--- src/rtl/mem_arbiter.sv ---
// mem_arbiter: merges instruction and data request ports onto one memory port,
// round-robin with lock-on-stall, and routes in-order responses back by owner.
module mem_arbiter #(
   parameter int Xlen     = 32,
   parameter int MaskBits = 4,
   parameter int Depth    = 4
) (
   input  logic                clk_i,
   input  logic                rst_ni,
   output logic                inst_ready_o,
   input  logic                inst_valid_i,
   input  logic [Xlen-1:0]     inst_addr_i,
   input  logic [Xlen-1:0]     inst_wdata_i,
   input  logic [MaskBits-1:0] inst_wmask_i,
   output logic [Xlen-1:0]     inst_rdata_o,
   output logic                inst_rvalid_o,
   output logic                data_ready_o,
   input  logic                data_valid_i,
   input  logic [Xlen-1:0]     data_addr_i,
   input  logic [Xlen-1:0]     data_wdata_i,
   input  logic [MaskBits-1:0] data_wmask_i,
   output logic [Xlen-1:0]     data_rdata_o,
   output logic                data_rvalid_o,
   input  logic                mem_ready_i,
   output logic                mem_valid_o,
   output logic [Xlen-1:0]     mem_addr_o,
   output logic [Xlen-1:0]     mem_wdata_o,
   output logic [MaskBits-1:0] mem_wmask_o,
   input  logic [Xlen-1:0]     mem_rdata_i,
   input  logic                mem_rvalid_i,
   output logic                err_o
);
   localparam int Aw = $clog2(Depth);
   localparam int Cw = Aw + 1;

   logic [Depth-1:0] fifo_q, fifo_d;
   logic [Aw-1:0]    rd_q, rd_d, wr_q, wr_d;
   logic [Cw-1:0]    count_q, count_d;
   logic             last_q, last_d, lock_q, lock_d, lock_id_q, lock_id_d, err_q, err_d;
   logic             sel, full, accept, stall, pop, head;

   // Owner encoding: 0 = inst, 1 = data. A stalled grant stays locked until accepted.
   assign sel    = lock_q ? lock_id_q : (inst_valid_i && data_valid_i) ? ~last_q : data_valid_i;
   assign full   = count_q == Cw'(Depth);
   assign mem_valid_o = (sel ? data_valid_i : inst_valid_i) && !full;
   assign mem_addr_o  = sel ? data_addr_i  : inst_addr_i;
   assign mem_wdata_o = sel ? data_wdata_i : inst_wdata_i;
   assign mem_wmask_o = sel ? data_wmask_i : inst_wmask_i;
   assign accept = mem_valid_o && mem_ready_i;
   assign stall  = mem_valid_o && !mem_ready_i;
   assign inst_ready_o = accept && !sel;
   assign data_ready_o = accept && sel;
   assign pop    = mem_rvalid_i && count_q != '0;
   assign head   = fifo_q[rd_q];
   assign inst_rvalid_o = pop && !head;
   assign data_rvalid_o = pop && head;
   assign inst_rdata_o  = mem_rdata_i;
   assign data_rdata_o  = mem_rdata_i;
   assign err_o = err_q;

   always_comb begin
      fifo_d = fifo_q;
      if (accept) fifo_d[wr_q] = sel;
      wr_d      = wr_q + Aw'(accept);
      rd_d      = rd_q + Aw'(pop);
      count_d   = count_q + Cw'(accept) - Cw'(pop);
      last_d    = accept ? sel : last_q;
      lock_d    = accept ? 1'b0 : stall ? 1'b1 : lock_q;
      lock_id_d = stall ? sel : lock_id_q;
      err_d     = err_q || (mem_rvalid_i && count_q == '0);
   end

   always_ff @(posedge clk_i or negedge rst_ni) begin
      if (!rst_ni) begin
         fifo_q    <= '0;
         rd_q      <= '0;
         wr_q      <= '0;
         count_q   <= '0;
         last_q    <= 1'b0;
         lock_q    <= 1'b0;
         lock_id_q <= 1'b0;
         err_q     <= 1'b0;
      end else begin
         fifo_q    <= fifo_d;
         rd_q      <= rd_d;
         wr_q      <= wr_d;
         count_q   <= count_d;
         last_q    <= last_d;
         lock_q    <= lock_d;
         lock_id_q <= lock_id_d;
         err_q     <= err_d;
      end
   end
endmodule

--- config.mk ---
export PLATFORM = sky130hd
export DESIGN_NAME = mem_arbiter
export DESIGN_NICKNAME = d
export VERILOG_FILES = /design/src/rtl/mem_arbiter.sv
export SDC_FILE = /design/constraint.sdc
export NUM_CORES = 1
export LEC_CHECK = 0
export ABC_AREA = 1
export CAP_MARGIN = 0
export CORE_AREA = 2 2 122 124
export CTS_CLUSTER_SIZE = 25
export DETAILED_ROUTE_END_ITERATION = 8
export DIE_AREA = 0 0 124 126
export HOLD_SLACK_MARGIN = 0.02
export SKIP_LAST_GASP = 1
export SYNTH_ARGS = -nofsm -noshare
export SYNTH_HDL_FRONTEND = slang
export SYNTH_SLANG_ARGS = --single-unit
--- constraint.sdc ---
create_clock -name clk_i -period 3.2 [get_ports clk_i]
set_input_delay 0.96 -clock clk_i [delete_from_list [all_inputs] [get_ports clk_i]]
set_output_delay 0.96 -clock clk_i [all_outputs]
set_load 0.02 [all_outputs]
== Yosys cells after proc, flatten, opt, wreduce, memory -nomap -nowiden ==
Index checks and enable logic that the tools add are counted.
Word-level totals
  register bits: 15
  bits of input ports: 174
Cells by class
  multiplexer cells: 13
  reduce and logical (&&, ||, !) cells: 19
  add/subtract/negate cells: 4
  bitwise gates (word level): 1
  equal/unequal tests: 1
  magnitude comparators: 3
Operators with widths (number)
  $mux 32: 2
  $logic_and 1x1->1: 11
  $mux 1: 7
  $lt 2x3->1 const B: 2
  $add 2x1->2: 2
  $bwmux 4: 1
  $logic_not 1->1: 4
  $mux 4: 1
  $add 3x1->3: 1
  $eq 3x3->1 const B: 1
  $logic_not 3->1: 1
  $reduce_bool 3->1: 1
  $sub 3x1->3: 1
  $bmux 1 s2: 1
  $demux 1 s2: 1
  $ge 2x1->1 const B: 1
  $reduce_bool 2->1: 1
  $logic_or 1x1->1: 1
  $not 1->1: 1

== Longest topological paths before layout ==
  depth after elaboration: 8
  depth in mapped cells: 11
  mapped depth without buffers: 11

== Worst setup path before layout ==
Ideal clock, no wire load.
  path kind: input to output
  from: input port inst_valid_i
  to: output port inst_ready_o
  required time: 2240 ps
  stages on the path: 6
  slack: 475 ps
  data arrival time: 1765 ps
  path through: nand2_1 -> nand3_2 -> nand2_1 -> buf_4 -> buf_2 -> nor2_1
Between the ends
  longest elaborated chain between the ends: 7
  elaborated cells between the ends (all ways): 8
  those cells by class: mux (3); reduce/logical (5)
RTL lines
  start: declaration: RTL line 11  | input logic inst_valid_i,
  $logic_and 1x1->1: RTL line 43  | assign sel = lock_q ? lock_id_q : (inst_valid_i && data_valid_i) ? ~last_q : data_valid_i;
  $mux 1 (2 in series): RTL line 43
  $mux 1: RTL line 45  | assign mem_valid_o = (sel ? data_valid_i : inst_valid_i) && !full;
  $logic_and 1x1->1: RTL line 45
  $logic_and 1x1->1: RTL line 49  | assign accept = mem_valid_o && mem_ready_i;
  $logic_and 1x1->1 (*): RTL line 51  | assign inst_ready_o = accept && !sel;
  end: declaration: RTL line 10  | output logic inst_ready_o,
Mark *: on every way between the ends. The rest lies on a longest branch, timed or not.

== Final worst setup path ==
  from: input port inst_valid_i
  to: output port data_ready_o
Between the ends
  longest elaborated chain between the ends: 7
RTL lines
  $logic_and 1x1->1: RTL line 43
  $mux 1 (2 in series): RTL line 43
  $mux 1: RTL line 45
  $logic_and 1x1->1: RTL line 45
  $logic_and 1x1->1: RTL line 49
  $logic_and 1x1->1 (*): RTL line 52  | assign data_ready_o = accept && sel;
  end: declaration: RTL line 17  | output logic data_ready_o,
Marks and branches as above.

==> flow_summary.ini <==
[clocking]
cts_hold_buffers = 0
clkTransAtPathRegs_ps = 50
cts_root_buf = clkbuf_16
cts_tree = done
clockBufferDepth = 2
cts.sinks = 15
htreeDepth = 1
clock_latency_ps = 250
cts_made_buffers = 3

[critical_path]
crit_type = in2out
rrSetupSlack_ps = 850
crit_path_end_kind = output pin
worstReg2RegStart = lock_q
required_ps = 2240
cp-start-kind = input pin
arrival_ps = 2150
path_max_fanout = 8
reg2reg_depth = 12
timing.rr.end = count_q[2]
worstSetupStartpoint = inst_valid_i

[timing]
relSlewSlack_pct = 55.0
finClkSkew_ps = 2.92
hold_viol = 0
tightest_slew_ps = 673
setup_tns_ps = 0
fmax_ghz = 0.322
setup_viol = 0
rsz0062_at_grt = false
finalCritPeriodShare_pct = 97.1
post-route-min-period_ps = 3110
slew_violations = 0

[routing]
wirelength_mm = 9.09
drt-initial-drc-count = 77
drt_pass1_iterations = 4
met3_length_mm = 1.10
ant_nets = 0
wl_met1_mm = 3.39
wl_met2_mm = 4.30
vias = 2738
wl_per_cell_um = 12.5
via_per_inst = 3.75
drc = 0
highest_layer = met4

[flow_run]
cap_viol_max_count = 0

[finish]
drive_gt1_share_pct = 19.2
area_growth_pct = 90.6
n_fill_cell = 1630
nets = 726
finish.utilization_pct = 28.7
n_antenna_cell = 0

[logic_synthesis]
synth_top_family_by_area = simple AND/OR/NAND/NOR gates
synthArstFlopShare_pct = 100
syn-cell-area_sq_um = 2150
synthFlopType = dfrtp_1
yosys_warnings = 0
syn_nets = 561
synth-compound-area-share_pct = 1.34
synth_cell_types = 21
synth-xor-area-share_pct = 1.63
synth_simple_gate_area_share_pct = 46.4
synth_adder_area_share_pct = 3.25
synth_edf_count = 0
ys_ff_latch = 15
synthMuxAreaShare_pct = 0
synth_cells = 382
syn_avg_cell_area_sq_um = 5.64
ys_seq_area_share_pct = 17.4

[run_status]
status = finished, final reports clean

[floorplanning]
rows = 44
die_h_um = 126
die_x_um = 124
num_io_pins = 312
start_util_pct = 15.0
die_area_sq_um = 15600
fp.coreArea_sq_um = 14300

[min_path]
hold_path_end = err_o
min_path_type = reg2reg
hold_depth = 1
holdCritStartpoint = err_o

[global_route]
grt_start_max_net_pins = 20
antenna_found_initial = 0
grt_usage_pct = 10.8
grt-ovfl-total = 0
grt_pass1_vias = 2589
grt_pass1_wl_mm = 13.0

[power_and_ir_drop]
ir_drop_uv = 267
p_leak_uw = 0.00215
powerDensity_nw_per_um2 = 772

[placed_design]
port_buffers = 215
gp_congestion = 0.733
hpwl_mm = 7.27
[cell type report]
class	instances	area, sq um	share of cell area (%)
repair buffers	239	2200	53.5
clock buffers	3	75.1	1.83
flip-flops and latches	15	375	9.15
well taps	184	230	5.61
multi-input cells	268	1140	27.8
inverters	20	82.6	2.01
clock inverters	1	5.00	0.122
[cell usage after synthesis, types with 2 or more instances]
cell type	n	share of area (%)
xor2_1	3	1.2
ha_1	4	2.3
o21ai_1	2	0.46
dfrtp_1	15	17
buf_2	9	2.1
nand3_1	2	0.46
nand2_1	231	40
inv_1	17	3.0
nor2_1	12	2.1
nand3_2	2	0.93
buf_4	70	24
inv_2	3	0.52
nand4_1	4	1.2
[worst max path at each step]
| stage | to | slack, ps |
|---|---|---|
| 2_1_floorplan | inst_ready_o | 480 |
| 3_3_place_gp | mem_addr_o[17] | -570 |
| 3_5_place_dp | mem_wdata_o[29] | -560 |
| 4_1_cts | data_ready_o | 60 |
| 5_1_grt | mem_wmask_o[0] | 6 |
| 6_report | data_ready_o | 90 |
[report_power, final]
group	internal [uW]	switching [uW]
Sequential	285	74.6
Combinational	1120	1440
Clock	167	79.9
Total	1570	1600
[cell families (layout without fill, tap and decap cells)]
kind of cell	after synthesis	in the layout
flops	15	15
xor+xnor	4	4
buf+inv	99	263
simple gates	254	254
compound gates	5	5
fa+ha+maj	5	5
[cell usage in the layout (no fill, tap or decap), drive strengths merged, types with 3 or more instances in the layout]
master / instances
buf: 88
clkbuf: 3
clkdlybuf4s15: 5
clkdlybuf4s50: 140
dfrtp: 15
dlygate4sd2: 5
ha: 4
inv: 20
nand2: 231
nand3: 5
nand4: 4
nor2: 12
o21ai: 3
xor2: 3
[stage by stage]
stage	instance area, sq um	power, uW	setup slack [ps]	hold WS (ps)	cells
6_report	4100	3170	93.9	482	730
5_1_grt	4100	3460	6.22	514	730
4_1_cts	4100	3220	60.9	480	730
3_5_place_dp	4190	3050	-555	469	721
3_3_place_gp	4190	3050	-569	453	721
2_1_floorplan	2150	1820	475	449	382
[metal layers]
metal  global-route usage [%]  vias to the layer above
li1                         -                     1401
met1                     12.3                     1131
met2                     18.8                      168
met3                     3.35                       38
met4                     3.90                        0
met5                        0                        -
[worst max-delay path, cell delays in order]
cell and delay, ps:
dlygate4sd2_1 250, nand2_1 70, nand3_2 90, nand2_4 140, inv_8 60, buf_4 160
nor2_1 100, clkdlybuf4s15_1 310
[flip-flops by register name (all words and copies together) (netlist names)]
name       flops
fifo_q         4
count_q        3
rd_q           2
wr_q           2
err_o          1
last_q         1
lock_id_q      1
lock_q         1
[repair_timing]
action | 4_1_cts | 5_1_grt
cloned | 3 | 0
endpoints found under the setup margin | 73 | 1
setup buffers | 2 | 0
gates resized for setup | 294 | 0
pin swaps | 1 | 1
Note: power is estimated with default switching activity, not from simulation.
